### src/rtl/id_ex_stage_pkg.sv
// rtl/id_ex_stage_pkg.sv - shared constants and helpers for the ID/EX pipeline stage
package id_ex_stage_pkg;

  localparam int XLEN_DEF   = 32;
  localparam int CTRL_W_DEF = 8;

  localparam logic [4:0] REG_ZERO = 5'd0;

  // Field offsets inside the opaque EX/MEM control bundle (consumed downstream).
  localparam int CTRL_ALU_OP_LSB  = 0;
  localparam int CTRL_ALU_OP_W    = 4;
  localparam int CTRL_ALU_SRC_BIT = 4;
  localparam int CTRL_MEM_TO_REG  = 5;
  localparam int CTRL_BRANCH_BIT  = 6;
  localparam int CTRL_JUMP_BIT    = 7;

  // True when a write-back targets a real register that matches src.
  function automatic logic wb_hits(input logic we, input logic [4:0] wreg,
                                   input logic [4:0] src);
    return we && (wreg != REG_ZERO) && (wreg == src);
  endfunction

endpackage

### src/rtl/id_ex_hazard_detect.sv
// rtl/id_ex_hazard_detect.sv - combinational load-use detection and ID stall
module id_ex_hazard_detect
  import id_ex_stage_pkg::*;
(
  input  logic       reset,
  input  logic       ex_valid,
  input  logic       ex_mem_read,
  input  logic [4:0] ex_wreg,
  input  logic       id_valid,
  input  logic [4:0] id_rs,
  input  logic [4:0] id_rt,
  input  logic       id_use_rs,
  input  logic       id_use_rt,
  input  logic       ex_stall,
  input  logic       ex_flush,
  output logic       load_use,
  output logic       id_stall
);

  always_comb begin
    load_use = ex_valid && ex_mem_read && (ex_wreg != REG_ZERO) && id_valid &&
               ((id_use_rs && (id_rs == ex_wreg)) || (id_use_rt && (id_rt == ex_wreg)));
    // Reset forces the stall low even while EX/MEM still asserts its hold.
    id_stall = !reset && (ex_stall || (load_use && !ex_flush));
  end

endmodule

### src/rtl/id_ex_stage.sv
// rtl/id_ex_stage.sv - ID/EX pipeline register with load-use bubble, hold refresh; optional ID_EX_HAZARD_STATS_EN counters
module id_ex_stage
  import id_ex_stage_pkg::*;
#(
  parameter int XLEN   = XLEN_DEF,
  parameter int CTRL_W = CTRL_W_DEF
) (
  input  logic              clk,
  input  logic              reset,
  input  logic              id_valid,
  input  logic [XLEN-1:0]   id_pc,
  input  logic [4:0]        id_rs,
  input  logic [4:0]        id_rt,
  input  logic              id_use_rs,
  input  logic              id_use_rt,
  input  logic [XLEN-1:0]   id_rdata1,
  input  logic [XLEN-1:0]   id_rdata2,
  input  logic [XLEN-1:0]   id_imm,
  input  logic [4:0]        id_wreg,
  input  logic              id_reg_write,
  input  logic              id_mem_read,
  input  logic              id_mem_write,
  input  logic [CTRL_W-1:0] id_ctrl,
  input  logic              ex_stall,
  input  logic              ex_flush,
  input  logic              wb_reg_write,
  input  logic [4:0]        wb_wreg,
  input  logic [XLEN-1:0]   wb_data,
  output logic              id_stall,
  output logic              ex_valid,
  output logic [XLEN-1:0]   ex_pc,
  output logic [XLEN-1:0]   ex_rdata1,
  output logic [XLEN-1:0]   ex_rdata2,
  output logic [XLEN-1:0]   ex_imm,
  output logic [4:0]        ex_rs,
  output logic [4:0]        ex_rt,
  output logic [4:0]        ex_wreg,
  output logic              ex_reg_write,
  output logic              ex_mem_read,
  output logic              ex_mem_write,
  output logic [CTRL_W-1:0] ex_ctrl
`ifdef ID_EX_HAZARD_STATS_EN
  ,
  output logic [31:0]       stat_bubbles,
  output logic [31:0]       stat_flushes
`endif
);

  logic              valid_q, valid_d;
  logic [XLEN-1:0]   pc_q, pc_d, rdata1_q, rdata1_d, rdata2_q, rdata2_d, imm_q, imm_d;
  logic [4:0]        rs_q, rs_d, rt_q, rt_d, wreg_q, wreg_d;
  logic              reg_write_q, reg_write_d, mem_read_q, mem_read_d;
  logic              mem_write_q, mem_write_d;
  logic [CTRL_W-1:0] ctrl_q, ctrl_d;
  logic              load_use;

  id_ex_hazard_detect u_hazard (
    .reset       (reset),
    .ex_valid    (valid_q),
    .ex_mem_read (mem_read_q),
    .ex_wreg     (wreg_q),
    .id_valid    (id_valid),
    .id_rs       (id_rs),
    .id_rt       (id_rt),
    .id_use_rs   (id_use_rs),
    .id_use_rt   (id_use_rt),
    .ex_stall    (ex_stall),
    .ex_flush    (ex_flush),
    .load_use    (load_use),
    .id_stall    (id_stall)
  );

  always_comb begin
    valid_d     = valid_q;
    pc_d        = pc_q;
    rdata1_d    = rdata1_q;
    rdata2_d    = rdata2_q;
    imm_d       = imm_q;
    rs_d        = rs_q;
    rt_d        = rt_q;
    wreg_d      = wreg_q;
    reg_write_d = reg_write_q;
    mem_read_d  = mem_read_q;
    mem_write_d = mem_write_q;
    ctrl_d      = ctrl_q;
    if (ex_flush || (!ex_stall && load_use)) begin
      // Bubbles zero the data fields too so EX never sees leftover operands.
      valid_d     = 1'b0;
      pc_d        = '0;
      rdata1_d    = '0;
      rdata2_d    = '0;
      imm_d       = '0;
      rs_d        = '0;
      rt_d        = '0;
      wreg_d      = '0;
      reg_write_d = 1'b0;
      mem_read_d  = 1'b0;
      mem_write_d = 1'b0;
      ctrl_d      = '0;
    end else if (ex_stall) begin
      if (wb_hits(wb_reg_write, wb_wreg, rs_q)) rdata1_d = wb_data;
      if (wb_hits(wb_reg_write, wb_wreg, rt_q)) rdata2_d = wb_data;
    end else begin
      valid_d     = id_valid;
      pc_d        = id_pc;
      rdata1_d    = id_rdata1;
      rdata2_d    = id_rdata2;
      imm_d       = id_imm;
      rs_d        = id_rs;
      rt_d        = id_rt;
      wreg_d      = id_wreg;
      reg_write_d = id_reg_write;
      mem_read_d  = id_mem_read;
      mem_write_d = id_mem_write;
      ctrl_d      = id_ctrl;
    end
  end

  always_ff @(posedge clk or posedge reset) begin
    if (reset) begin
      valid_q     <= 1'b0;
      pc_q        <= '0;
      rdata1_q    <= '0;
      rdata2_q    <= '0;
      imm_q       <= '0;
      rs_q        <= '0;
      rt_q        <= '0;
      wreg_q      <= '0;
      reg_write_q <= 1'b0;
      mem_read_q  <= 1'b0;
      mem_write_q <= 1'b0;
      ctrl_q      <= '0;
    end else begin
      valid_q     <= valid_d;
      pc_q        <= pc_d;
      rdata1_q    <= rdata1_d;
      rdata2_q    <= rdata2_d;
      imm_q       <= imm_d;
      rs_q        <= rs_d;
      rt_q        <= rt_d;
      wreg_q      <= wreg_d;
      reg_write_q <= reg_write_d;
      mem_read_q  <= mem_read_d;
      mem_write_q <= mem_write_d;
      ctrl_q      <= ctrl_d;
    end
  end

  assign ex_valid     = valid_q;
  assign ex_pc        = pc_q;
  assign ex_rdata1    = rdata1_q;
  assign ex_rdata2    = rdata2_q;
  assign ex_imm       = imm_q;
  assign ex_rs        = rs_q;
  assign ex_rt        = rt_q;
  assign ex_wreg      = wreg_q;
  assign ex_reg_write = reg_write_q;
  assign ex_mem_read  = mem_read_q;
  assign ex_mem_write = mem_write_q;
  assign ex_ctrl      = ctrl_q;

`ifdef ID_EX_HAZARD_STATS_EN
  logic [31:0] bubbles_q, bubbles_d, flushes_q, flushes_d;

  // Counters saturate rather than wrap.
  always_comb begin
    bubbles_d = bubbles_q;
    flushes_d = flushes_q;
    if (!ex_flush && !ex_stall && load_use && (bubbles_q != 32'hFFFF_FFFF))
      bubbles_d = bubbles_q + 32'd1;
    if (ex_flush && (flushes_q != 32'hFFFF_FFFF))
      flushes_d = flushes_q + 32'd1;
  end

  always_ff @(posedge clk or posedge reset) begin
    if (reset) begin
      bubbles_q <= '0;
      flushes_q <= '0;
    end else begin
      bubbles_q <= bubbles_d;
      flushes_q <= flushes_d;
    end
  end

  assign stat_bubbles = bubbles_q;
  assign stat_flushes = flushes_q;
`endif

endmodule

### config.mk
export PLATFORM = sky130hd
export DESIGN_NAME = id_ex_stage
export DESIGN_NICKNAME = d
export VERILOG_FILES = /design/src/rtl/id_ex_stage_pkg.sv /design/src/rtl/id_ex_hazard_detect.sv /design/src/rtl/id_ex_stage.sv
export SDC_FILE = /design/constraint.sdc
export NUM_CORES = 1
export LEC_CHECK = 0
export CAP_MARGIN = 20
export CORE_MARGIN = 2
export CORE_UTILIZATION = 37
export DETAILED_ROUTE_END_ITERATION = 12
export GPL_TIMING_DRIVEN = 0
export PLACE_DENSITY = 0.86
export SLEW_MARGIN = 20
export SYNTH_ARGS = -nofsm -noshare
export SYNTH_HDL_FRONTEND = slang
export SYNTH_SLANG_ARGS = --single-unit
export TNS_END_PERCENT = 50
### constraint.sdc
create_clock -name clk -period 7.1 [get_ports clk]
set_clock_uncertainty 0.05 [all_clocks]
set_input_delay 1.775 -clock clk [delete_from_list [all_inputs] [get_ports clk]]
set_output_delay 1.775 -clock clk [all_outputs]
set_load 0.01 [all_outputs]
==> out/results.ini <==
[sta]
grt_setup_unrepaired=false
fin_tns_setup_ns=0
setup_viol=0
slew_viol_final=0
layout_min_cycle_time_ns=5.91
fin_crit_sh_pct=83.3
whs_ns=0.439
max_freq_mhz=169
relSlewSlack_pct=47.9
hold_violations=0
tightest_slew_ns=0.775

[cts]
clockRootBuffer=clkbuf_16
postCtsHoldBufs=0
clk_latency_ns=0.42
cts.sinks=155
cts_buffer_depth=2
cts_buffers=17
cts-resized-gates=0
cts_tree=yes
clk_pin_slew_worst_paths_ns=0.06
htreeDepth=4
postCtsSetupBuffers=0

[power]
vdd_ir_drop_max_v=0.000151
power.leakage_nw=4.70
power_density_nw_per_um2=199

[synthesis]
synth_area_sq_um=7260
synth_edf_count=0
yosysSeqAreaShare_pct=53.4
ys_types=27
postSynthCellCount=646
synthArstFlopShare_pct=100
synth_ff_type=dfrtp_1
synth_top_area_share_pct=53.4
yosys_warnings=0
synth_common_cells=nand2_1 (159), dfrtp_1 (155), o22ai_1 (76), mux2i_1 (64), a32o_1 (39)
yosysMostFrequentCell=nand2_1
syn_area_per_cell_sq_um=11.2
yosys-top-cells-area=dfrtp_1 (53%), mux2i_1 (8.8%), nand2_1 (8.2%)
mappedNetlistNets=845
ys_seq_elements=155
synth_largest_area_cell=dfrtp_1

[die]
num_rows=51
dieHeight_microns=144
initial_utilization_pct=37.6
io_pins=355
die_width_microns=144
die-area_sq_um=20800
coreArea_sq_um=19300

[setup_path]
rrSetupSlack_ns=4.80
worstPathArrival_ns=4.09
r2r-end=ex_rdata1[11]$_DFFE_PP0P_
crit_path_end_kind=primary output
worst_ep_required_time_ns=5.28
path_class=primary input to primary output
crit_path_start_kind=primary input
r2r-start=ex_wreg[2]$_DFFE_PP0P_
crit_fanout=10
r2r.worst_path.cells=7

[route]
route.detailed.drc=0
vias=6848
drt.antenna.violating_nets=0
drt_iter0_markers=311
detail_route.wl_per_cell_microns=20.1
first_pass_iters=7
postRouteWirelength_mm=26.2
vias_per_cell=5.26

[grt]
grt_overflow=0
grt_pass1_wl_mm=39.6
first_global_vias=7066
grt_usage_pct=24.8
grt_start_max_net_pins=35
grt_antenna_before_repair=0

[placed_design]
gp_congestion=0.874
numPortBuffers=354
placed_cells=1270
dp_hpwl_mm=19.9

[run_status]
status=complete, no violations

[final_layout]
finalNetCount=1223
area_growth_pct=63.2
layout.cells.non_filler=1302
drive_gt1_share_pct=10.1
n_antenna_cell=0
fin_util_pct=61.3
fill_cells=1589

[flow_run]
cap_violations=0

[hold_path]
hold_end=ex_imm[0]$_DFFE_PP0P_
min_path_cells=1
hp-start=ex_imm[0]$_DFFE_PP0P_
hp-class=flop to flop

## logic make-up (layout without fill, tap and decap cells)
family / count (synthesis) / in the layout / synth area share (%)
and+or+nand+nor: 172 / 172 / 9.79
AOI/OAI and AO/OA: 160 / 160 / 20.2
DFF: 155 / 155 / 53.4
buffers and inverters: 75 / 466 / 5.36
xor gates and xnor gates: 20 / 20 / 2.41
muxes: 64 / 64 / 8.82
## where the power goes
| part | total, mW | switching [mW] | internal [mW] |
|---|---|---|---|
| registers | 0.967 | 0.0340 | 0.933 |
| clock network | 0.960 | 0.392 | 0.568 |
| logic | 0.430 | 0.181 | 0.249 |
## layout by cell type, fill, tap and decap left out, drive strengths merged
cell and n:
mux2i 64, clkbuf 56, a32o 39, clkinvlp 4, buf 32, xnor2 16
bufinv 3, clkinv 2, xor2 4, nand3 2, or4 2, o211a 1
nor4 2, and3 1, nor2 2, nand4 2, nor2b 1, nand2 159
o41ai 11, o21ai 1, nand2b 1, o22ai 106, clkdlybuf4s50 354, inv 15
dfrtp 155, a22o 1, o211ai 1
## metal layers
layer	wire length [microns]	track usage, %	up-vias
li1	-	-	3112
met1	10400	29.9	3394
met2	13000	42.7	310
met3	2210	7.85	32
met4	498	7.17	0
met5	0	0	-
## worst max path at each step
| stage | startpoint | end | cells past startpoint |
|---|---|---|---|
| floorplan | reset | id_stall | 2 |
| global placement | reset | id_stall | 4 |
| detailed placement | id_rs[3] | id_stall | 9 |
| CTS | id_rs[3] | id_stall | 9 |
| global route | id_rt[0] | id_stall | 9 |
| finish | id_rs[3] | id_stall | 9 |
## final cells by class
class	count	area [sq um]	share of cell area (%)
Multi-Input combinational cell	416	2990	25.3
Timing Repair Buffer	359	3640	30.7
Sequential cell	155	3880	32.7
Clock inverter	12	161	1.36
Inverter	12	48.8	0.412
Clock buffer	20	447	3.77
Tap cell	265	332	2.80
Buffer	63	344	2.90
## state kept, by name, indices dropped and copies added, names as in the netlist, 5 cells and up
signal	flops
ex_imm	32
ex_pc	32
ex_rdata1	32
ex_rdata2	32
ex_ctrl	8
ex_rs	5
ex_rt	5
ex_wreg	5
## worst max-delay path: stages
cell             delay, ns
clkdlybuf4s50_1       0.54
xnor2_1               0.14
nand4_1               0.11
o22ai_1               0.30
o211a_1               0.22
buf_6                 0.15
buf_6                 0.17
a22o_1                0.13
clkdlybuf4s50_1       0.56
## through the flow
| stage | cell area [sq um] | total power [mW] | setup WS, ns |
|---|---|---|---|
| after floorplan | 7270 | 1.14 | 0.659 |
| after global placement | 11100 | 1.40 | -1.39 |
| after detailed placement | 11200 | 1.41 | 1.18 |
| after CTS | 11800 | 2.38 | 1.17 |
| after global routing | 11800 | 2.44 | 1.05 |
| final | 11800 | 2.36 | 1.19 |
No activity file was read; power rests on OpenSTA's default activity.
